**config.mk**
```make
export PLATFORM = sky130hd
export DESIGN_NAME = ssp_int_ctrl
export DESIGN_NICKNAME = d
export VERILOG_FILES = /design/src/rtl/ssp_int_ctrl.sv
export SDC_FILE = /design/constraint.sdc
export NUM_CORES = 1
export LEC_CHECK = 0
export BUFFER_PORTS_ARGS = -buffer_cell sky130_fd_sc_hd__buf_2
export CAP_MARGIN = 20
export CORE_AREA = 4 4 41 43
export DETAILED_ROUTE_END_ITERATION = 8
export DIE_AREA = 0 0 45 47
export PLACE_DENSITY = 0.62
export REMOVE_ABC_BUFFERS = 1
export SLEW_MARGIN = 10
export SYNTH_ARGS = -nofsm -noshare
export SYNTH_HDL_FRONTEND = slang
export SYNTH_SLANG_ARGS = --single-unit
```
**constraint.sdc**
```tcl
create_clock -name PCLK -period 2.4 [get_ports PCLK]
set_input_delay 0.72 -clock PCLK [delete_from_list [all_inputs] [get_ports PCLK]]
set_output_delay 0.72 -clock PCLK [all_outputs]
set_load 0.1 [all_outputs]
```
**src/rtl/ssp_int_ctrl.sv**
```systemverilog
// SSP interrupt status/control: IMSC mask, sticky ROR/RT raw status, ICR clears, masked outputs.
// Optional receive-timeout counter and RT source enabled by defining SSP_RX_TIMEOUT_EN.
module ssp_int_ctrl #(
   parameter int unsigned TO_BITS  = 32,
   parameter int unsigned TO_CNT_W = 6
) (
   input  logic       PCLK,
   input  logic       PRESETn,
   input  logic       IMSCWr,
   input  logic [3:0] IMSCWData,
   input  logic       ICRWr,
   input  logic [1:0] ICRWData,
   input  logic       RxOverrun,
   input  logic       RxWordWr,
   input  logic       RxRead,
   input  logic       RxNotEmpty,
   input  logic       RxHalfFull,
   input  logic       TxHalfEmpty,
   input  logic       BitTick,
   output logic [3:0] IMSC,
   output logic [3:0] RIS,
   output logic [3:0] MIS,
   output logic       RORINTR,
   output logic       RTINTR,
   output logic       RXINTR,
   output logic       TXINTR,
   output logic       INTR
);

   logic ror_q, ror_d;
   logic rt;

   always_comb begin
      ror_d = ror_q;
      if (ICRWr && ICRWData[0]) ror_d = 1'b0;
      if (RxOverrun)            ror_d = 1'b1;
   end

   always_ff @(posedge PCLK or negedge PRESETn) begin
      if (!PRESETn) ror_q <= 1'b0;
      else          ror_q <= ror_d;
   end

`ifdef SSP_RX_TIMEOUT_EN
   typedef enum logic [1:0] {TO_IDLE, TO_COUNT, TO_EXPIRED} to_state_e;

   localparam logic [TO_CNT_W-1:0] CNT_LAST = TO_CNT_W'(TO_BITS - 1);
   localparam logic [TO_CNT_W-1:0] CNT_SAT  = TO_CNT_W'(TO_BITS);

   logic [3:0]          imsc_q;
   to_state_e           state_q;
   logic [TO_CNT_W-1:0] cnt_q;
   logic                rt_q;
   logic                rt_clr;

   assign rt_clr = ICRWr & ICRWData[1];

   always_ff @(posedge PCLK or negedge PRESETn) begin
      if (!PRESETn) imsc_q <= '0;
      else if (IMSCWr) imsc_q <= IMSCWData;
   end

   // Priority: FIFO activity, then empty FIFO, then expiry (beats a coincident clear), then clear, then tick.
   always_ff @(posedge PCLK or negedge PRESETn) begin
      if (!PRESETn) begin
         state_q <= TO_IDLE;
         cnt_q   <= '0;
         rt_q    <= 1'b0;
      end else begin
         if (rt_clr) rt_q <= 1'b0;
         if (RxWordWr || RxRead) begin
            cnt_q   <= '0;
            state_q <= RxNotEmpty ? TO_COUNT : TO_IDLE;
         end else if (!RxNotEmpty) begin
            cnt_q   <= '0;
            state_q <= TO_IDLE;
         end else if (BitTick && state_q != TO_EXPIRED && cnt_q == CNT_LAST) begin
            rt_q    <= 1'b1;
            cnt_q   <= rt_clr ? '0 : CNT_SAT;
            state_q <= rt_clr ? TO_COUNT : TO_EXPIRED;
         end else if (rt_clr) begin
            cnt_q   <= '0;
            state_q <= TO_COUNT;
         end else if (BitTick && state_q != TO_EXPIRED) begin
            cnt_q   <= cnt_q + 1'b1;
            state_q <= TO_COUNT;
         end else if (state_q == TO_IDLE) begin
            state_q <= TO_COUNT;
         end
      end
   end

   assign IMSC = imsc_q;
   assign rt   = rt_q;
`else
   logic [2:0] imsc_q;
   logic       unused_inputs;

   always_ff @(posedge PCLK or negedge PRESETn) begin
      if (!PRESETn) imsc_q <= '0;
      else if (IMSCWr) imsc_q <= {IMSCWData[3:2], IMSCWData[0]};
   end

   assign IMSC = {imsc_q[2:1], 1'b0, imsc_q[0]};
   assign rt   = 1'b0;
   assign unused_inputs = ^{BitTick, RxWordWr, RxRead, IMSCWData[1], ICRWData[1],
                            (TO_BITS < (1 << TO_CNT_W))};
`endif

   assign RIS     = {TxHalfEmpty, RxHalfFull, rt, ror_q};
   assign MIS     = RIS & IMSC;
   assign RORINTR = MIS[0];
   assign RTINTR  = MIS[1];
   assign RXINTR  = MIS[2];
   assign TXINTR  = MIS[3];
   assign INTR    = |MIS;

endmodule

```
==> qor.txt <==
Tmin final: 2.20 ns
unrepaired setup endpoints after global routing: false
HPWL Detailed: 566 um
row cnt: 13
FF-to-FF Start: imsc_q[1]$_DFFE_PN0P_
Clock Sinks: 4
Post-Route WL: 617 um
Final Skew: 0 ns
outcome: complete, no violations
htree depth: 1
synthesized area per cell: 10.4 um2
Seq/Total Area, Yosys: 38.6%
layout cells sized above 1: 70.5%
Crit Path Category: primary input to output port
hold_buf cts: 0
dpl cell area: 389 um2
CP max FO: 3
final hold vios: 0
Layout Area Growth over Synthesis: 58.9%
ant diodes: 0
Worst Path Buf+Inv: 3
Synth Warn #: 0
Crit-path slowest cell: a222oi_1
Post-Syn Instances: 25
first-pass GRT wire length: 752 um
Die Span Y: 47 um
Seq cells post-synth: 4
fin crit share: 91.7%
VDD IR-drop max: 0.000203 V
Yosys cell types: 10
worst skew pair latency: 0.23 ns
Slew Limit Fails: 0
Post-Synth XOR/XNOR Area: 0%
IO Port Bufs: 23
Vias: 226
vias in the first global route: 190
post-synthesis mux area share: 13.0%
Hold Worst Slack: 0.280 ns
WP data arrival: 1.48 ns
die area: 2120 um2
setup TNS: 0 ns
setup bufs post-CTS: 0
Required @ worst endpoint: 1.68 ns
cts bufs inserted: 3
Power per Cell Area: 963 nW/um2
Synth Area in Compound Gates: 7.25%
max cap viols: 0
largest family of logic cells by synthesized area: buffers and inverters
Adder-Cell Fraction of Synth Area: 0%
WL/cell: 10.5 um
CP most frequent cell: buf_2
GRT Resource Usage Total: 6.02%
CTS tree: built
Die Wd: 45 um
DRT antenna net count: 0
Iteration-0 DRC Markers: 2
synthesized area: 259 um2
Reg2Reg Depth: 1
post_cts resized: 0
total grt overflow: 0
simple-gate portion of the synthesized area: 9.18%
pin count of the biggest net entering global routing: 5
final net count: 63
clock buffer depth: 2
Core ar.: 1300 um2
Leak: 0.000213 uW
GPL Wtd Cong: 0.680
initial core utilization: 19.9%
DRC Markers: 0
CP endpoint kind: output port
worst path cell trace: buf_2 -> a222oi_1 -> inv_1 -> buf_2
Core Util, Final: 31.6%
CP delay by family, top: buffers and inverters
via-per-instance ratio: 3.83
Worst-path clk slew: 0.04 ns
Startpoint Class: primary input
drt pass-1 iters: 4
Ports: 34
min-delay worst type: primary input to asynchronous set/reset pin
post-route cell area: 412 um2
setup violators final: 0
crit-path max cell delay: 0.30 ns
CTS root buffer: clkbuf_4
initial antenna violation count: 0
RR Endpoint: imsc_q[1]$_DFFE_PN0P_
setup slack, reg-to-reg: 1.62 ns
achievable clock frequency: 0.454 GHz
total power: 396 uW
-- through the flow --
step                instances  setup slack, ns
detailed placement         56            0.198
CTS                        59            0.189
global placement           56            0.203
floorplan                  18           -0.771
global route               59            0.161
finish                     59            0.200
-- placed cells by master, fill, tap and decap left out --
| cell type | n |
|---|---|
| mux2_2 | 3 |
| dfrtp_1 | 4 |
| a21o_2 | 1 |
| conb_1 | 4 |
| buf_12 | 4 |
| buf_2 | 19 |
| inv_1 | 1 |
| and2_1 | 2 |
| a222oi_1 | 1 |
| clkbuf_4 | 3 |
| and2_2 | 1 |
| nand2_1 | 1 |
-- state kept, by name, summed over array words and instances (netlist names) --
signal / cells
imsc_q: 3
ror_q: 1
-- worst max-delay path by stage --
stage	slack, ns	depth (start not counted)	start	endpoint
after floorplan	-0.77	1	imsc_q[1]$_DFFE_PN0P_	MIS[2]
after global placement	0.20	4	TxHalfEmpty	INTR
after detailed placement	0.20	4	TxHalfEmpty	INTR
after CTS	0.19	4	TxHalfEmpty	INTR
after global routing	0.16	4	TxHalfEmpty	INTR
final	0.20	4	TxHalfEmpty	INTR
-- Yosys cell counts --
cell      instances  area [um2]
mux2_2            3        33.8
nand2_1           1        3.75
conb_1            1        3.75
buf_4            10        75.1
and2_1            2        12.5
a222oi_1          1        10.0
dfrtp_1           4         100
a21o_2            1        8.76
and2_2            1        7.51
inv_1             1        3.75
-- layer usage --
layer,part of all wire [%],routed length (um),up-vias,track usage [%]
met5,0,0,-,0
met4,3.2,20,0,7.02
met3,22,133,2,4.60
met2,47,291,22,10.7
met1,28,172,95,3.21
li1,-,-,107,-
-- power breakdown --
| group | switching (uW) | internal, uW | leakage (uW) |
|---|---|---|---|
| combinational | 190 | 44.0 | 0.000154 |
| sequential | 5.23 | 74.1 | 0.0000451 |
| clock | 26.9 | 55.9 | 0.0000138 |
| total | 222 | 174 | 0.000213 |
-- kinds of logic (layout without fill, tap and decap cells) --
family,count (synthesis),count (layout)
AND/OR/NAND/NOR,4,4
flip-flops,4,4
buffers and inverters,11,27
AO/OA/AOI/OAI,2,2
multiplexers,3,3
other,1,4
-- cell type report --
class	count	area (um2)
fill	142	890
sequential	4	100
inverter	1	3.75
tap	15	18.8
clock buffer	3	22.5
multi-input combinational	13	91.3
timing repair buffer	23	175
No activity file was read; power rests on OpenSTA's default activity.
